**config.mk**
```make
export PLATFORM = sky130hd
export DESIGN_NAME = problem3_core
export DESIGN_NICKNAME = d
export VERILOG_FILES = /design/src/rtl/problem3_core_pkg.sv /design/src/rtl/problem3_pp_row.sv /design/src/rtl/problem3_core.sv
export SDC_FILE = /design/constraint.sdc
export NUM_CORES = 1
export LEC_CHECK = 0
export ABC_CLOCK_PERIOD_IN_PS = 800
export CAP_MARGIN = 5
export CELL_PAD_IN_SITES_DETAIL_PLACEMENT = 2
export CELL_PAD_IN_SITES_GLOBAL_PLACEMENT = 2
export CORE_UTILIZATION = 39
export DETAILED_ROUTE_END_ITERATION = 8
export HOLD_SLACK_MARGIN = 0.05
export PLACE_DENSITY = 0.95
export SLEW_MARGIN = 20
export SYNTH_ARGS = -nofsm -noshare
export SYNTH_HDL_FRONTEND = slang
export SYNTH_SLANG_ARGS = --single-unit
```
**constraint.sdc**
```tcl
create_clock -name clk -period 0.8 [get_ports clk]
set_input_delay 0.16 -clock clk [delete_from_list [all_inputs] [get_ports clk]]
set_output_delay 0.16 -clock clk [all_outputs]
set_load 0.02 [all_outputs]
```
**src/rtl/problem3_core_pkg.sv**
```systemverilog
// Shared constants and types for the problem3 truncating multiplier.
package problem3_core_pkg;

    localparam int unsigned DEFAULT_WIDTH = 16;

    typedef logic [DEFAULT_WIDTH-1:0] product_t;

endpackage : problem3_core_pkg

```
**src/rtl/problem3_pp_row.sv**
```systemverilog
// One partial-product row: gates the multiplicand by one multiplier bit,
// shifts by the row index and accumulates into the running sum, modulo 2^WIDTH.
module problem3_pp_row
    import problem3_core_pkg::*;
#(
    parameter int unsigned WIDTH = DEFAULT_WIDTH,
    parameter int unsigned ROW   = 0
) (
    input  logic [WIDTH-1:0] mcand_i,
    input  logic             mbit_i,
    input  logic [WIDTH-1:0] psum_i,
    output logic [WIDTH-1:0] psum_o
);

    logic [WIDTH-1:0] pp_c;

    // Shifting within WIDTH bits drops the high product bits of this row.
    assign pp_c   = mbit_i ? (mcand_i << ROW) : '0;
    assign psum_o = psum_i + pp_c;

endmodule : problem3_pp_row

```
**src/rtl/problem3_core.sv**
```systemverilog
// Registered truncating unsigned multiplier built from a chain of
// shift-and-add partial-product rows; one-cycle latency, no handshake.
module problem3_core
    import problem3_core_pkg::*;
#(
    parameter int unsigned WIDTH = DEFAULT_WIDTH
) (
    input  logic             clk,
    input  logic             rst_n,
    input  logic [WIDTH-1:0] i_p0,
    input  logic [WIDTH-1:0] i_p1,
    output logic [WIDTH-1:0] o_p
);

    logic [WIDTH-1:0] p_d;
    logic [WIDTH-1:0] p_q;

    // Each row owns its own sum net so the chain has no self-referencing vector.
    for (genvar k = 0; k < WIDTH; k++) begin : g_row
        logic [WIDTH-1:0] sum_in;
        logic [WIDTH-1:0] sum;

        if (k == 0) begin : g_first
            assign sum_in = '0;
        end else begin : g_next
            assign sum_in = g_row[k-1].sum;
        end

        problem3_pp_row #(
            .WIDTH (WIDTH),
            .ROW   (k)
        ) u_row (
            .mcand_i (i_p0),
            .mbit_i  (i_p1[k]),
            .psum_i  (sum_in),
            .psum_o  (sum)
        );
    end

    assign p_d = g_row[WIDTH-1].sum;

    always_ff @(posedge clk or negedge rst_n) begin
        if (!rst_n) begin
            p_q <= '0;
        end else begin
            p_q <= p_d;
        end
    end

    assign o_p = p_q;

endmodule : problem3_core

```
==> results.json, run 1 <==
{
  "synth_fa_ha_area_share_pct": 53.7,
  "synthCells": 426,
  "cts_setup_buffers": 28,
  "synth.mux.area_fraction_pct": 0,
  "start_util_pct": 40.8,
  "synth_compound_area_share_pct": 1.69,
  "synthSimpleGateAreaFrac_pct": 17.4,
  "place_hpwl_um": 14700,
  "ys_ff_latch": 16,
  "clockBufferDepth": 2,
  "synth_edf_count": 0,
  "dieHeight_um": 104,
  "placed_area_um2": 5310,
  "syn_area_um2": 4060,
  "pin_count": 50,
  "htreeDepth": 1,
  "ys_seq_area_share_pct": 9.86,
  "stop_stage": "clock tree synthesis",
  "rows": 36,
  "syn_avg_cell_area_um2": 9.53,
  "preCtsSetupSlack_ns": -5.02,
  "yosysWarnings": 0,
  "status": "stopped before the end",
  "synth-xor-area-share_pct": 8.07,
  "gp_congestion": 0.843,
  "synth_top_family_by_area": "adder cells",
  "synthArstFlopShare_pct": 100,
  "cts-root-buf": "clkbuf_8",
  "ys_types": 24,
  "syn-num-nets": 584,
  "toolErrorMsg": "[ERROR DPL-0033] detailed placement checks failed during check placement.",
  "synth-main-ff-cell": "dfrtp_1",
  "cts_hold_buf": 0,
  "clock-sinks": 16,
  "io_buffers": 49,
  "fp.dieW_um": 104,
  "numCtsBuffers": 3,
  "cts_resized": 298
}
[per-stage QoR]
stage	util [%]	std cells
after global placement	53.3	657
after detailed placement	53.3	657
after floorplan	-	426
[cells in the mapped netlist, types with 2 or more instances]
library cell   n  area [µm²]
clkbuf_1      14        52.6
dfrtp_1       16         400
fa_1          84        1680
and2_1        62         388
xnor2_1       26         228
nand2_1       71         267
xor2_1         7        61.3
and2_2         4        30.0
a21oi_1        5        25.0
inv_1         83         312
a21o_1         2        15.0
ha_1          40         500
[kinds of logic after synthesis]
family	Yosys count
AO/OA/AOI/OAI	11
XOR/XNOR	35
adder cells (fa/ha/maj)	124
buffers and inverters	99
flip-flops	16
AND/OR/NAND/NOR	141
==> run 2, diff against run 1 <==
--- a/config.mk
+++ b/config.mk
@@ -7,12 +7,9 @@
 export LEC_CHECK = 0
 export ABC_CLOCK_PERIOD_IN_PS = 800
 export CAP_MARGIN = 5
-export CELL_PAD_IN_SITES_DETAIL_PLACEMENT = 2
-export CELL_PAD_IN_SITES_GLOBAL_PLACEMENT = 2
-export CORE_UTILIZATION = 39
+export CORE_UTILIZATION = 40
 export DETAILED_ROUTE_END_ITERATION = 8
-export HOLD_SLACK_MARGIN = 0.05
-export PLACE_DENSITY = 0.95
+export PLACE_DENSITY_LB_ADDON = 0.15
 export SLEW_MARGIN = 20
 export SYNTH_ARGS = -nofsm -noshare
 export SYNTH_HDL_FRONTEND = slang
==> results.json, run 2 <==
{
  "status": "finished with violations",
  "violations": "negative setup slack",
  "fp.dieW_um": 103,
  "worstPathMaxFanout": 5,
  "synthArstFlopShare_pct": 100,
  "dr.pass1.iters": 4,
  "grt_usage_pct": 21.1,
  "min_period_ns": 4.28,
  "drt-total-wl_um": 10400,
  "synth_edf_count": 0,
  "path_clk_slew_ns": 0.07,
  "layout.nets": 711,
  "grt_pass1_wl_um": 16400,
  "hold_start": "i_p1[0]",
  "via_per_inst": 4.57,
  "preCtsSetupSlack_ns": -4.21,
  "yosysWarnings": 0,
  "htreeDepth": 1,
  "ys_ff_latch": 16,
  "ys_seq_area_share_pct": 9.86,
  "p_per_area_nw_per_um2": 3630,
  "synth_top_area_share_pct": 41.4,
  "endpoint_kind": "register",
  "rows": 36,
  "gp_congestion": 0.820,
  "p_leak_nw": 2.95,
  "initialDrtViolationCount": 77,
  "path_buf_inv": 8,
  "min_to": "o_p[0]$_DFF_PN0_",
  "routed-via-count": 3136,
  "max_stage_delay_ns": 0.58,
  "syn-num-nets": 584,
  "grt-ovfl-total": 0,
  "clock-sinks": 16,
  "layout_common_cells": "73 x fa_1, 63 x inv_1, 62 x nand2_1",
  "worst_path_dominant_cell_family": "adder cells",
  "layout_commonest_cell": "fa_1",
  "drcViolationCount": 0,
  "io_buffers": 49,
  "setup_slack_ns": -3.48,
  "syn_avg_cell_area_um2": 9.53,
  "core-area_um2": 9820,
  "syn_area_um2": 4060,
  "post-route-util_pct": 61.0,
  "n_fill_cell": 868,
  "synthCells": 426,
  "critPathLaunch": "i_p0[2]",
  "timing_worst_setup_path_type": "input pin to register",
  "critPathRequiredTime_ns": 0.98,
  "power_mw": 21.7,
  "synth-main-ff-cell": "dfrtp_1",
  "worstMarginPinSlew_ns": 0.334,
  "final_area_um2": 5990,
  "dieHeight_um": 103,
  "fmaxAchievable_mhz": 234,
  "cts-root-buf": "clkbuf_8",
  "finalHoldViolations": 0,
  "wl_per_cell_um": 15.2,
  "largest_reg_flops": 16,
  "grt_max_degree": 17,
  "max_slew_margin_pct": 77.6,
  "synth_top_area_cell": "fa_1",
  "drive_gt1_share_pct": 42.0,
  "vdd_ir_drop_max_v": 0.00371,
  "numCtsBuffers": 3,
  "place_hpwl_um": 7820,
  "crit_slowest_cell": "fa_2",
  "min_path_cells": 3,
  "cts_tree": "built",
  "setup_viol_count_final": 31,
  "min_period_over_period_pct": 535,
  "placed_area_um2": 5250,
  "synthTopCellsByCount": "84 x fa_1, 83 x inv_1, 71 x nand2_1, 62 x and2_1, 40 x ha_1",
  "pin_count": 50,
  "crit_path_start_kind": "input pin",
  "grt_pass1_vias": 3319,
  "yosysMostFrequentCell": "fa_1",
  "slew_viol_final": 0,
  "die_area_um2": 10600,
  "grt_setup_unrepaired": "true",
  "holdCritPathClass": "input pin to register",
  "ys_top_cells_by_area": "fa_1 41%, ha_1 12%, dfrtp_1 9.9%",
  "syn2layout_area_growth_pct": 47.4,
  "ant_nets": 0,
  "ys_types": 24,
  "antenna_found_initial": 1,
  "drv_cap": 0,
  "crit_top_cell": "inv_2",
  "cp_cell_sequence": "buf_8, buf_12, buf_8, buf_6, and2_4, fa_1, fa_2, inv_2, fa_2, fa_1, inv_2, ha_4, ha_4, ha_4, inv_2, fa_2, inv_2, a21o_1, a21oi_2, a2bb2oi_2, a21oi_1, xnor2_1",
  "start_util_pct": 41.4,
  "clockBufferDepth": 2,
  "critPathArrivalTime_ns": 4.46
}
==> run 2: how the worst max path moves through the flow <==
stage / to / slack, ns / cells after the start
final: o_p[15]$_DFF_PN0_ / -3.48 / 22
after global routing: o_p[15]$_DFF_PN0_ / -3.66 / 20
after CTS: o_p[15]$_DFF_PN0_ / -3.57 / 19
after detailed placement: o_p[13]$_DFF_PN0_ / -4.21 / 19
after global placement: o_p[15]$_DFF_PN0_ / -4.14 / 16
after floorplan: o_p[15]$_DFF_PN0_ / -3.48 / 16
==> run 2: per-layer routing <==
metal  share of wire (%)  track usage, %  wire length (µm)  up-vias
met5                   0               0                 0        -
met3                 2.9            1.90               301       10
li1                    -               -                 -     1490
met2                  53            37.4              5580       60
met4                 1.2            5.96               130        0
met1                  42            27.5              4430     1576
==> run 2: kinds of logic after synthesis <==
logic type	synth area share (%)
AO/OA/AOI/OAI	1.69
XOR/XNOR	8.07
adder cells (fa/ha/maj)	53.7
buffers and inverters	9.27
flip-flops	9.86
AND/OR/NAND/NOR	17.4
==> run 2: what timing repair did <==
action	in CTS	in global routing
gates resized for setup	268	57
setup endpoints to repair	32	31
gates cloned	2	0
buffers inserted	29	10
pin swaps	77	52
hold buffers	0	0
==> run 2: where the power goes <==
part / switching [mW] / internal [mW] / total (mW) / leakage, nW
Clock: 0.306 / 0.437 / 0.743 / 0.0288
Combinational: 8.56 / 10.9 / 19.5 / 2.73
Sequential: 0.151 / 1.34 / 1.49 / 0.189
==> run 2: cell type report <==
cell class / instances / area, µm² / share of cell area [%]
Multi-Input combinational cell: 311 / 3710 / 61.9
Timing Repair Buffer: 138 / 1340 / 22.4
Sequential cell: 16 / 400 / 6.69
Inverter: 83 / 312 / 5.20
Tap cell: 133 / 166 / 2.78
Clock buffer: 4 / 55.1 / 0.920
Antenna cell: 1 / 2.50 / 0.0418
==> run 2: tightest hold or removal path: stages <==
cell    delay [ns]
buf_8         0.07
buf_6         0.10
and2_1        0.11
==> run 2: per-stage QoR <==
stage | TNS [ns] | hold WS (ns) | cells
4_1_cts | -37.43 | 0.234 | 680
3_5_place_dp | -50.46 | 0.515 | 646
6_report | -37.23 | 0.219 | 686
3_3_place_gp | -49.82 | 0.515 | 646
2_1_floorplan | -34.57 | -0.136 | 426
5_1_grt | -38.88 | 0.219 | 686
(Power assumes the default switching activity.)
==> run 3, diff against run 2 <==
--- a/config.mk
+++ b/config.mk
@@ -7,6 +7,7 @@
 export LEC_CHECK = 0
 export ABC_CLOCK_PERIOD_IN_PS = 800
 export CAP_MARGIN = 5
+export CORE_MARGIN = 3
 export CORE_UTILIZATION = 40
 export DETAILED_ROUTE_END_ITERATION = 8
 export PLACE_DENSITY_LB_ADDON = 0.15
==> results.json, run 3 (same netlist as run 2, synthesis figures left out) <==
{
  "status": "finished with violations",
  "violations": "negative setup slack",
  "grt_max_degree": 17,
  "setup_viol_count_final": 30,
  "wl_per_cell_um": 14.2,
  "grt_pass1_vias": 3344,
  "gp_congestion": 0.803,
  "worstPathMaxFanout": 2,
  "core-area_um2": 9820,
  "layout.cells.non_filler": 673,
  "power.internal_mw": 12.6,
  "slew_viol_final": 0,
  "syn2layout_area_growth_pct": 44.7,
  "largest_reg_flops": 16,
  "rows": 36,
  "critPathLaunch": "i_p1[5]",
  "die_area_um2": 11400,
  "grt_setup_unrepaired": "true",
  "holdCritPathClass": "input pin to asynchronous set/reset pin",
  "start_util_pct": 41.4,
  "switching_share_pct": 43.5,
  "crit_path_start_kind": "input pin",
  "drv_cap": 0,
  "seqPwrFrac_pct": 6.7,
  "min_period_ns": 4.48,
  "dr_wl_met3_um": 207,
  "routed-via-count": 3066,
  "p_leak_nw": 2.86,
  "fmaxAchievable_mhz": 223,
  "numCtsBuffers": 3,
  "dr.pass1.iters": 4,
  "drive_gt1_share_pct": 43.3,
  "max_slew_margin_pct": 82.4,
  "post-route-util_pct": 59.8,
  "crit_end": "o_p[15]$_DFF_PN0_",
  "layout.nets": 700,
  "p_comb_share_pct": 90.7,
  "switchingPower_mw": 9.67,
  "path_clk_slew_ns": 0.06,
  "dieHeight_um": 107,
  "num_antenna_cells": 0,
  "vdd_ir_drop_max_v": 0.00323,
  "grt_usage_pct": 17.7,
  "cts-root-buf": "clkbuf_8",
  "dr_wl_met2_um": 5130,
  "initialDrtViolationCount": 155,
  "cts_tree": "built",
  "drt-total-wl_um": 9540,
  "n_fill_cell": 879,
  "ant_nets": 0,
  "htreeDepth": 1,
  "drcViolationCount": 0,
  "endpoint_kind": "register",
  "pin_count": 50,
  "routed.top_layer": "met4",
  "setup_slack_ns": -3.68,
  "via_per_inst": 4.56,
  "preCtsSetupSlack_ns": -4.71,
  "antenna_found_initial": 0,
  "layout_common_cells": "72 x fa_1, 62 x inv_1, 59 x nand2_1",
  "grt_pass1_wl_um": 15800,
  "power_mw": 22.2,
  "post-place-cells": 646,
  "timing_worst_setup_path_type": "input pin to register",
  "fp.dieW_um": 107,
  "p_per_area_nw_per_um2": 3790,
  "worstMarginPinSlew_ns": 0.262,
  "place_hpwl_um": 7790,
  "clockBufferDepth": 2,
  "io_buffers": 49,
  "holdWs_ns": 0.243,
  "wl_met1_um": 4000,
  "finalHoldViolations": 0,
  "grt-ovfl-total": 0,
  "min_period_over_period_pct": 560,
  "clockPowerShare_pct": 2.7,
  "critPathRequiredTime_ns": 0.94,
  "clock-sinks": 16,
  "layout_commonest_cell": "fa_1",
  "critPathArrivalTime_ns": 4.61
}
-- run 3: power by group through the flow --
| stage | combinational, mW | clock [mW] | sequential, mW |
|---|---|---|---|
| 2_1_floorplan | 11.0 | 0 | 1.89 |
| 3_3_place_gp | 16.1 | 0 | 1.41 |
| 3_5_place_dp | 16.3 | 0 | 1.42 |
| 4_1_cts | 19.7 | 0.627 | 1.48 |
| 5_1_grt | 22.5 | 0.667 | 1.50 |
| 6_report | 20.2 | 0.597 | 1.48 |
-- run 3: layout make-up --
cell class                 instances  area (µm²)  share of cell area, %
clock buffer                       3        41.3                  0.703
sequential                        16         400                   6.81
multi-input combinational        311        3780                   64.3
timing repair buffer             127        1180                   20.1
tap                              133         166                   2.83
inverter                          83         312                   5.30
-- run 3: per-layer routing --
layer / track usage (%) / vias up
met5: 0 / -
met4: 4.75 / 0
met3: 0.843 / 11
met2: 32.7 / 48
met1: 22.6 / 1542
li1: - / 1465
-- run 3: critical path, stage by stage --
cell and delay (ns):
buf_12 0.10, buf_6 0.10, and2_4 0.15, fa_1 0.56, inv_2 0.05, fa_1 0.56, fa_1 0.45, fa_1 0.57
inv_2 0.04, fa_2 0.58, ha_4 0.18, xor2_2 0.16, xnor2_1 0.15, xnor2_1 0.17, xnor2_1 0.15, xnor3_2 0.33
xnor2_1 0.15
-- run 3: per-stage QoR --
stage          area (µm²)  TNS, ns
2_1_floorplan        4360   -34.57
3_3_place_gp         5240   -51.84
3_5_place_dp         5240   -52.30
4_1_cts              5780   -39.10
5_1_grt              5880   -38.83
6_report             5880   -37.05
-- run 3: repair_timing --
action / CTS / global route
buffers inserted: 22 / 11
pin swaps: 81 / 60
setup endpoints to repair: 32 / 31
gates resized for setup: 266 / 84
hold buffers: 0 / 0
-- run 3: worst min-delay path by stage --
stage | endpoint | cells after the start
floorplan | o_p[0]$_DFF_PN0_ | 0
global placement | o_p[11]$_DFF_PN0_ | 2
detailed placement | o_p[12]$_DFF_PN0_ | 2
CTS | o_p[12]$_DFF_PN0_ | 2
global route | o_p[12]$_DFF_PN0_ | 2
finish | o_p[13]$_DFF_PN0_ | 2
==> run 4, diff against run 3 <==
--- a/config.mk
+++ b/config.mk
@@ -7,8 +7,8 @@
 export LEC_CHECK = 0
 export ABC_CLOCK_PERIOD_IN_PS = 800
 export CAP_MARGIN = 5
-export CORE_MARGIN = 3
 export CORE_UTILIZATION = 40
+export CTS_BUF_LIST = sky130_fd_sc_hd__clkbuf_8
 export DETAILED_ROUTE_END_ITERATION = 8
 export PLACE_DENSITY_LB_ADDON = 0.15
 export SLEW_MARGIN = 20
==> results of run 4 <==
Final layout, timing and power as in run 2 (identical DEF).
==> RTL change (settings of run 3) <==
Set the package constant `DEFAULT_WIDTH` to 20 (it was 16).
--- a/src/rtl/problem3_core_pkg.sv
+++ b/src/rtl/problem3_core_pkg.sv
@@ -2,5 +2,5 @@
 package problem3_core_pkg;
 
-    localparam int unsigned DEFAULT_WIDTH = 16;
+    localparam int unsigned DEFAULT_WIDTH = 20;
 
     typedef logic [DEFAULT_WIDTH-1:0] product_t;
Ports: changed (resized i_p0, i_p1 and o_p); port bits go from 50 to 62. The function was not compared with the original's and may differ.
==> RTL change against run 3 <==
  * The flow still finishes with violations (negative setup slack)
  * Critical endpoint is now o_p[19]
  * Largest cell class unchanged
  * Worst setup slack lost 440 ps
  * Area after synthesis grew 58%
  * Sequential cell count grew 4
  * Cell area grew 60%
  * Wire length grew 85%
Power is left out: the tool's default activity adds up to more than one toggle a clock period on the data nets, which glitch-free logic cannot reach.
==> RTL change: results (changes against run 3) <==
| Metric | Value |
|---|---|
| Status | finished with violations |
| Failing checks | negative setup slack |
| Vias in the first global route | 5622 (+68%) |
| Top_reg_cell synth | dfrtp_1 |
| Post-Route M1 WL | 7.38 mm (+85%) |
| Final setup viols | 39 (+30%) |
| Root Driver | clkbuf_16 |
| Slowest cell on crit path | fa_1 |
| DP Wirelength | 13.7 mm (+76%) |
| Cell area after placement | 8310 sq um (+59%) |
| Tot GR Track Use | 20.2% (+2.5 points) |
| Arrival time worst endpoint | 5060 ps (+450 ps) |
| Worst-path maximum fanout | 2 (unchanged) |
| Met3 global-route usage | 2.62% (+1.8 points) |
| Largest net degree at the start of global routing | 21 (+4) |
| Post-Syn Nets | 936 (+60%) |
| Gpl congestion | 0.871 (+8.5%) |
| Worst Slack Setup Final | -4110 ps (-436 ps) |
| Synth Area in Compound Gates | 2.70% (+1.0 points) |
| DRC violations left | 0 (unchanged) |
| Adder-cell share of the synthesized area | 56.6% (+2.8 points) |
| Max FFs per register | 20 (+4) |
| First-pass GRT wire length | 28.5 mm (+80%) |
| Largest cells by area after synthesis | fa_1 (45%), ha_1 (12%), inv_1 (8.6%) |
| Synth top cells by count | inv_1 (147), fa_1 (143), nand2_1 (125) |
| Total CTS buffers | 3 (unchanged) |
| Share of layout cells above drive strength 1 | 41.6% (-1.7 points) |
| Final nets | 1113 (+59%) |
| Met3 WL | 694 um (+240%) |
| Sequential area share after synthesis | 7.78% (-2.1 points) |
| XOR/XNOR Fraction of Synth Area | 6.22% (-1.8 points) |
| Initial DRC count | 199 (+28%) |
| IO Port Bufs | 61 (+24%) |
| Via-to-Cell Ratio | 4.73 (+3.8%) |
| M2 GR Usage | 35.1% (+2.4 points) |
| Routed met2 length | 9.27 mm (+81%) |
| Drt total wl | 17.7 mm (+85%) |
| Met1 Usage GRT | 27.2% (+4.6 points) |
| Worst-Margin Slew | 371 ps (+108 ps) |
| Unique masters post-synth | 27 (+13%) |
| Clock buffer depth | 2 (unchanged) |
| Placement Setup Slack | -4990 ps (-281 ps) |
RTL change: cell types whose count changed in the layout (fill, tap and decap cells not counted), moves of 20 or more:
cell / before / now
buf_6: 49 / 71
nand2_1: 59 / 109
inv_1: 62 / 114
buf_4: 51 / 80
and2_1: 36 / 56
fa_1: 72 / 123
RTL change: path summary, 6_finish.rpt:
kind                           from      end  slack [ps]  cells past startpoint
max in group asynchronous     rst_n   o_p[1]         420                      2
min in group clk            i_p0[0]   o_p[0]         370                      4
worst min-delay path          rst_n  o_p[13]         240                      2
worst max-delay path       i_p0[18]  o_p[19]       -4110                     17
RTL change: kinds of logic (layout without fill, tap and decap cells):
family | after synthesis | count (layout)
buffers and inverters | 174 | 350
AND/OR/NAND/NOR | 222 | 222
XOR/XNOR | 41 | 41
adder cells (fa/ha/maj) | 205 | 205
flip-flops | 20 | 20
AO/OA/AOI/OAI | 27 | 27
RTL change: what timing repair did:
item | 4_1_cts | 5_1_grt
pin swaps | 99 | 74
gates resized for setup | 344 | 122
gates cloned | 1 | 0
setup buffers | 35 | 23
setup endpoints to repair | 40 | 39
RTL change: layout make-up:
| cell class | instances | area, sq um |
|---|---|---|
| clock buffers | 4 | 88.8 |
| fillers | 1300 | 6060 |
| inverters | 147 | 554 |
| multi-input cells | 495 | 6100 |
| flip-flops and latches | 20 | 500 |
| well taps | 211 | 264 |
| repair buffers | 199 | 1910 |
RTL change: per-stage QoR:
stage / hold slack (ps) / std cells / TNS (ps)
after global placement: 525 / 1023 / -72000
final: 235 / 1076 / -56230
after CTS: 237 / 1062 / -57700
after floorplan: -136 / 689 / -52830
after detailed placement: 521 / 1023 / -72760
after global routing: 252 / 1076 / -58440
